File: src/rtl/interleaver_scatter_pkg.sv
// interleaver_scatter shared types and width helpers.
// Build option: INTERLEAVER_SCATTER_SAT_EN selects saturating accumulation.
package interleaver_scatter_pkg;

  typedef enum logic {ACCUM, DRAIN} state_t;

  localparam int FO_D = 2;
  localparam int P_D  = 32;
  localparam int Z_D  = 8;
  localparam int W_D  = 16;

  localparam int ROW_W   = $clog2(P_D / Z_D);
  localparam int CYC_W   = $clog2(FO_D * P_D / Z_D);
  localparam int SWEEP_W = $clog2(FO_D);

  typedef logic signed [W_D-1:0] lane_t;

  function automatic int row_w(int p, int z);
    return $clog2(p / z);
  endfunction

  function automatic int cyc_w(int fo, int p, int z);
    return $clog2(fo * p / z);
  endfunction

endpackage

File: src/rtl/interleaver_scatter_if.sv
// interleaver_scatter beat-in / drain-out bundle.
// Build option: INTERLEAVER_SCATTER_SAT_EN (no effect on this file).
interface interleaver_scatter_if
  import interleaver_scatter_pkg::*;
#(
  parameter int W  = 16,
  parameter int Z  = 8,
  parameter int RW = ROW_W,
  parameter int CW = CYC_W
);
  logic           in_valid;
  logic           in_ready;
  logic [W*Z-1:0] in_data;
  logic [CW-1:0]  cycle_index;
  logic           out_valid;
  logic           out_ready;
  logic [RW-1:0]  out_row;
  logic [W*Z-1:0] out_data;
  logic           out_last;

  modport master (
    output in_valid, in_data, out_ready,
    input  in_ready, cycle_index,
    input  out_valid, out_row, out_data, out_last
  );

  modport slave (
    input  in_valid, in_data, out_ready,
    output in_ready, cycle_index,
    output out_valid, out_row, out_data, out_last
  );
endinterface

File: src/rtl/interleaver_scatter_row_calc.sv
// Per-lane bank row for a beat: start row of the sweep plus
// offset within the sweep, mod p/z. Build option: none.
module interleaver_row_calc
  import interleaver_scatter_pkg::*;
#(
  parameter int FO   = 2,
  parameter int P    = 32,
  parameter int Z    = 8,
  parameter int LANE = 0,
  parameter int RW   = row_w(P, Z),
  parameter int CW   = cyc_w(FO, P, Z),
  parameter logic [FO*Z*RW-1:0] SWEEPSTART = '0
) (
  input  logic [CW-1:0] i_cycle,
  output logic [RW-1:0] o_row
);
  logic [CW-1:0]      w_sweep;
  logic [RW-1:0]      w_k;
  logic [FO*Z*RW-1:0] w_sh;

  assign w_sweep = i_cycle >> RW;
  assign w_k     = i_cycle[RW-1:0];
  assign w_sh    = SWEEPSTART >> ((int'(w_sweep) * Z + LANE) * RW);
  assign o_row   = w_sh[RW-1:0] + w_k;
endmodule

File: src/rtl/interleaver_scatter.sv
// Scatter/accumulate backprop lanes into interleaved neurons, then drain.
// Build option: INTERLEAVER_SCATTER_SAT_EN = saturating sweep>0 adds.
module interleaver_scatter
  import interleaver_scatter_pkg::*;
#(
  parameter int FO = 2,
  parameter int P  = 32,
  parameter int Z  = 8,
  parameter int W  = 16,
  parameter logic [FO*Z*row_w(P,Z)-1:0] SWEEPSTART = 32'h8772D82D
) (
  input logic clk,
  input logic reset,
  interleaver_scatter_if.slave bus
);
  localparam int RW   = row_w(P, Z);
  localparam int CW   = cyc_w(FO, P, Z);
  localparam int ROWS = P / Z;
  localparam int NCYC = FO * ROWS;

  state_t         r_state, w_state_n;
  logic [CW-1:0]  r_cycle, w_cycle_n;
  logic [RW-1:0]  r_row, w_row_n, w_rd_row;
  logic           r_valid, w_valid_n;
  logic           r_last, w_last_n;
  logic [W*Z-1:0] r_data, w_rd_data;
  logic           w_load, w_acc, w_first;

  logic signed [W-1:0] r_bank [Z][ROWS];
  logic [RW-1:0]       w_row [Z];
  logic signed [W-1:0] w_new [Z];

  assign w_acc   = bus.in_valid & bus.in_ready;
  assign w_first = (r_cycle >> RW) == '0;

  for (genvar l = 0; l < Z; l++) begin : g_lane
    logic signed [W-1:0] w_lane, w_old, w_add;

    interleaver_row_calc #(
      .FO(FO), .P(P), .Z(Z), .LANE(l),
      .SWEEPSTART(SWEEPSTART)
    ) u_rc (
      .i_cycle(r_cycle),
      .o_row  (w_row[l])
    );

    assign w_lane = bus.in_data[W*l +: W];
    assign w_old  = r_bank[l][w_row[l]];
`ifdef INTERLEAVER_SCATTER_SAT_EN
    logic signed [W:0] w_sum;
    assign w_sum = {w_old[W-1], w_old} + {w_lane[W-1], w_lane};
    assign w_add = (w_sum[W] != w_sum[W-1])
                 ? (w_sum[W] ? {1'b1, {(W-1){1'b0}}}
                             : {1'b0, {(W-1){1'b1}}})
                 : w_sum[W-1:0];
`else
    assign w_add = w_old + w_lane;
`endif
    assign w_new[l] = w_first ? w_lane : w_add;
    assign w_rd_data[W*l +: W] = r_bank[l][w_rd_row];
  end

  // Bank write: overwrite on sweep 0, accumulate afterwards.
  always_ff @(posedge clk) begin
    if (w_acc) begin
      for (int l = 0; l < Z; l++) begin
        r_bank[l][w_row[l]] <= w_new[l];
      end
    end
  end

  // Next-state: beat counting in ACCUM, row prefetch/advance in DRAIN.
  always_comb begin
    w_state_n = r_state;
    w_cycle_n = r_cycle;
    w_row_n   = r_row;
    w_valid_n = r_valid;
    w_last_n  = r_last;
    w_load    = 1'b0;
    w_rd_row  = r_row;
    unique case (r_state)
      ACCUM: begin
        if (w_acc) begin
          if (r_cycle == CW'(NCYC - 1)) begin
            w_cycle_n = '0;
            w_state_n = DRAIN;
          end else begin
            w_cycle_n = r_cycle + 1'b1;
          end
        end
      end
      DRAIN: begin
        if (!r_valid) begin
          w_load    = 1'b1;
          w_valid_n = 1'b1;
          w_last_n  = (r_row == RW'(ROWS - 1));
        end else if (bus.out_ready) begin
          if (r_last) begin
            w_valid_n = 1'b0;
            w_last_n  = 1'b0;
            w_row_n   = '0;
            w_state_n = ACCUM;
          end else begin
            w_rd_row = r_row + 1'b1;
            w_row_n  = w_rd_row;
            w_load   = 1'b1;
            w_last_n = (w_rd_row == RW'(ROWS - 1));
          end
        end
      end
      default: ;
    endcase
  end

  // Control and drain output registers.
  always_ff @(posedge clk or posedge reset) begin
    if (reset) begin
      r_state <= ACCUM;
      r_cycle <= '0;
      r_row   <= '0;
      r_valid <= 1'b0;
      r_last  <= 1'b0;
      r_data  <= '0;
    end else begin
      r_state <= w_state_n;
      r_cycle <= w_cycle_n;
      r_row   <= w_row_n;
      r_valid <= w_valid_n;
      r_last  <= w_last_n;
      if (w_load) r_data <= w_rd_data;
    end
  end

  assign bus.in_ready    = (r_state == ACCUM);
  assign bus.cycle_index = r_cycle;
  assign bus.out_valid   = r_valid;
  assign bus.out_row     = r_row;
  assign bus.out_data    = r_data;
  assign bus.out_last    = r_last;
endmodule

File: src/flat_wrapper.sv
// flat-port wrapper written by rule: the top's interface ports become plain ports
module interleaver_scatter_flat import interleaver_scatter_pkg::*;
#(
  parameter int FO = 2,
  parameter int P  = 32,
  parameter int Z  = 8,
  parameter int W  = 16,
  parameter logic [FO*Z*row_w(P,Z)-1:0] SWEEPSTART = 32'h8772D82D
)
  (clk, reset, bus_in_valid, bus_in_data, bus_out_ready, bus_in_ready, bus_cycle_index, bus_out_valid, bus_out_row, bus_out_data, bus_out_last);
  interleaver_scatter_if #(.W(W), .Z(Z), .RW(2), .CW(3)) bus_i ();
  input logic clk;
  input logic reset;
  input wire logic [$bits(bus_i.in_valid)-1:0] bus_in_valid;
  input wire logic [$bits(bus_i.in_data)-1:0] bus_in_data;
  input wire logic [$bits(bus_i.out_ready)-1:0] bus_out_ready;
  output wire logic [$bits(bus_i.in_ready)-1:0] bus_in_ready;
  output wire logic [$bits(bus_i.cycle_index)-1:0] bus_cycle_index;
  output wire logic [$bits(bus_i.out_valid)-1:0] bus_out_valid;
  output wire logic [$bits(bus_i.out_row)-1:0] bus_out_row;
  output wire logic [$bits(bus_i.out_data)-1:0] bus_out_data;
  output wire logic [$bits(bus_i.out_last)-1:0] bus_out_last;
  assign bus_i.in_valid = bus_in_valid;
  assign bus_i.in_data = bus_in_data;
  assign bus_i.out_ready = bus_out_ready;
  assign bus_in_ready = bus_i.in_ready;
  assign bus_cycle_index = bus_i.cycle_index;
  assign bus_out_valid = bus_i.out_valid;
  assign bus_out_row = bus_i.out_row;
  assign bus_out_data = bus_i.out_data;
  assign bus_out_last = bus_i.out_last;
  interleaver_scatter #(.FO(FO), .P(P), .Z(Z), .W(W), .SWEEPSTART(SWEEPSTART)) u_core (.clk(clk), .reset(reset), .bus(bus_i));
endmodule
File: config.mk
export PLATFORM = sky130hd
export DESIGN_NAME = interleaver_scatter_flat
export DESIGN_NICKNAME = d
export VERILOG_FILES = /design/src/rtl/interleaver_scatter_pkg.sv /design/src/rtl/interleaver_scatter_if.sv /design/src/rtl/interleaver_scatter_row_calc.sv /design/src/rtl/interleaver_scatter.sv /design/src/flat_wrapper.sv
export SDC_FILE = /design/constraint.sdc
export NUM_CORES = 2
export LEC_CHECK = 0
export BUFFER_PORTS_ARGS = -buffer_cell sky130_fd_sc_hd__buf_2
export CORE_MARGIN = 2
export CORE_UTILIZATION = 49
export CTS_CLUSTER_SIZE = 20
export DETAILED_ROUTE_END_ITERATION = 8
export GPL_TIMING_DRIVEN = 0
export PLACE_DENSITY = 0.71
export SETUP_SLACK_MARGIN = 0.15
export SLEW_MARGIN = 10
export SYNTH_ARGS = -nofsm -noshare
export SYNTH_HDL_FRONTEND = slang
export SYNTH_SLANG_ARGS = --single-unit
File: constraint.sdc
create_clock -name clk -period 17.35 [get_ports clk]
set_clock_uncertainty 0.1 [all_clocks]
set_input_delay 2.6025 -clock clk [delete_from_list [all_inputs] [get_ports clk]]
set_output_delay 2.6025 -clock clk [all_outputs]
set_load 0.005 [all_outputs]
==> impl_metrics.json <==
{
  "max_slew_margin_pct": 10.5,
  "h-tree-depth": 3,
  "hold_path_class": "register to register",
  "drt_iter0_markers": 2227,
  "fillers": 5319,
  "cts_sinks": 648,
  "synth_common_cells": "edfxtp_1, mux4_2, mux2_2, ha_1, dfrtp_1",
  "maxSlewViolCount": 0,
  "cp-start-kind": "register",
  "layout.nets": 2780,
  "synth-seq-cells": 648,
  "grt_overflow": 0,
  "path_max_fanout": 10,
  "finalWirelength_mm": 92.6,
  "die_area_um2": 71700,
  "period_minus_slack_ns": 9.15,
  "whs_ns": 0.399,
  "synth_area_leader_cell": "edfxtp_1",
  "wire_per_inst_um": 26.5,
  "synth.most_common_cell": "edfxtp_1",
  "netlist_area_um2": 34100,
  "first_pass_iters": 6,
  "die_w_um": 268,
  "synthDistinctLibCells": 79,
  "synth_ff_type": "edfxtp_1",
  "synth_top_area_share_pct": 45.1,
  "final_util_pct": 57.3,
  "grt_max_degree": 98,
  "areaGrowthSynthToFinish_pct": 15.5,
  "ys.warnings.count": 0,
  "gr-usage-all-layers_pct": 26.0,
  "cts.path.max_buffers": 3,
  "route.detailed.drc": 0,
  "final_hold_viol_count": 0,
  "crit_type": "register to register",
  "cts_resized": 0,
  "port_buffers": 263,
  "drtAntennaViolNets": 0,
  "syn_avg_cell_area_um2": 16.0,
  "arrival_ns": 9.37,
  "io_pins": 268,
  "crit_required_ns": 17.58,
  "globalplace.congestion": 0.896,
  "cts_buffers": 69,
  "cts_hold_buf": 0,
  "cap_viol_max_count": 0,
  "clk_pin_slew_worst_paths_ns": 0.06,
  "syn_nets": 2412,
  "first_global_vias": 22510,
  "initial_utilization_pct": 49.6,
  "cp-end-kind": "register",
  "fin_tns_setup_ns": 0,
  "cts_root_buf": "clkbuf_16",
  "core_area_um2": 68700,
  "vias": 21915,
  "cts_setup_buffers": 0,
  "antenna_found_initial": 15,
  "clk_latency_ns": 0.61,
  "fmax_ghz": 0.109,
  "die_h_um": 268,
  "final_cells": 3488,
  "dp.cells": 3357,
  "hpwl_mm": 66.2,
  "worst_pin_slew_ns": 1.34,
  "synth_cells": 2129,
  "setup_viol": 0,
  "row_count": 96,
  "period_share_pct": 52.7,
  "synth_edf_count": 512,
  "rsz0062_at_grt": "false",
  "synthTopCellsByArea": "edfxtp_1, mux4_2, dfrtp_1, mux2_2, ha_1",
  "status": "finished clean",
  "synthArstFlopShare_pct": 21.0,
  "via_per_inst": 6.28,
  "cts_tree": "yes",
  "drive_gt1_share_pct": 38.0,
  "grt_pass1_wl_mm": 138,
  "ys_seq_area_share_pct": 55.1
}
[metrics by stage]
| stage | cell area, um^2 | worst slack (ns) |
|---|---|---|
| finish | 39400 | 8.20 |
| global route | 39400 | 7.92 |
| CTS | 39400 | 8.33 |
| detailed placement | 37100 | 8.33 |
| global placement | 36600 | 8.33 |
| floorplan | 34100 | 11.01 |
[final timing paths]
check,depth (start not counted),startpoint,to,slack (ns)
max in group asynchronous,3,reset,u_core.bus.out_data[86],14.37
hold reg to reg,1,u_core.bus.out_data[90],u_core.bus.out_data[90],0.40
min in group asynchronous,2,reset,u_core.bus.out_data[68],1.86
setup / recovery,20,u_core.bus.cycle_index[2],u_core.r_bank[1][46],8.20
hold / removal,1,u_core.bus.out_data[90],u_core.bus.out_data[90],0.40
setup reg to reg,20,u_core.bus.cycle_index[2],u_core.r_bank[1][46],8.20
[metal layers]
metal | global-route usage (%) | wire, um | share of wire [%] | vias up
li1 | - | - | - | 9417
met1 | 33.8 | 36400 | 39 | 11292
met2 | 42.6 | 44700 | 48 | 970
met3 | 5.71 | 7580 | 8.2 | 222
met4 | 10.9 | 3780 | 4.1 | 14
met5 | 0 | 89 | 0.096 | -
[kinds of logic after synthesis]
| logic type | synth area share [%] |
|---|---|
| simple gates | 4.34 |
| xor+xnor | 2.31 |
| flops | 55.1 |
| buf+inv | 2.03 |
| mux | 23.7 |
| fa+ha+maj | 5.72 |
| compound gates | 6.81 |
[final cells by class]
| cell class | count | area, um^2 | area share [%] |
|---|---|---|---|
| flip-flops and latches | 648 | 18800 | 47.7 |
| multi-input cells | 1340 | 14700 | 37.3 |
| clock buffers | 95 | 1970 | 5.00 |
| repair buffers | 297 | 1770 | 4.50 |
| well taps | 931 | 1160 | 2.96 |
| plain buffers | 105 | 562 | 1.43 |
| clock inverters | 29 | 264 | 0.671 |
| inverters | 36 | 143 | 0.362 |
| diodes | 7 | 17.5 | 0.0445 |
[cell usage in the layout, fill, tap and decap left out, types with 42 or more instances in the layout]
master / count
a21o_1: 42
a21oi_1: 62
buf_2: 300
clkbuf_1: 51
clkbuf_16: 74
dfrtp_1: 136
edfxtp_1: 512
ha_1: 143
mux2_2: 204
mux4_2: 256
nand2_1: 68
nor2_1: 77
o21ai_0: 43
xnor2_1: 59
[critical path: stages (launching register included)]
cell	delay, ns
dfrtp_1	0.42
clkbuf_1	0.38
inv_2	0.29
clkbuf_1	0.61
clkbuf_1	0.91
clkbuf_1	1.06
ha_1	0.37
buf_2	0.39
buf_2	0.55
buf_2	0.43
buf_2	0.45
mux4_2	0.37
ha_1	0.25
fa_1	0.46
a21o_1	0.19
a21oi_2	0.21
o211ai_1	0.15
a41o_1	0.30
a2111oi_1	0.57
nor4bb_1	0.11
nand3b_1	0.23
[sequential cells by signal, summed over array words and instances, names as in the netlist]
register / count
u_core.bus.out_last: 1
u_core.bus.cycle_index: 3
u_core.bus.out_row: 2
u_core.r_bank: 512
u_core.r_state: 1
u_core.bus.out_data: 128
u_core.bus.out_valid: 1
Power is not shown: default switching activity piles up to over one toggle a cycle in this logic, so the estimate is an artifact.
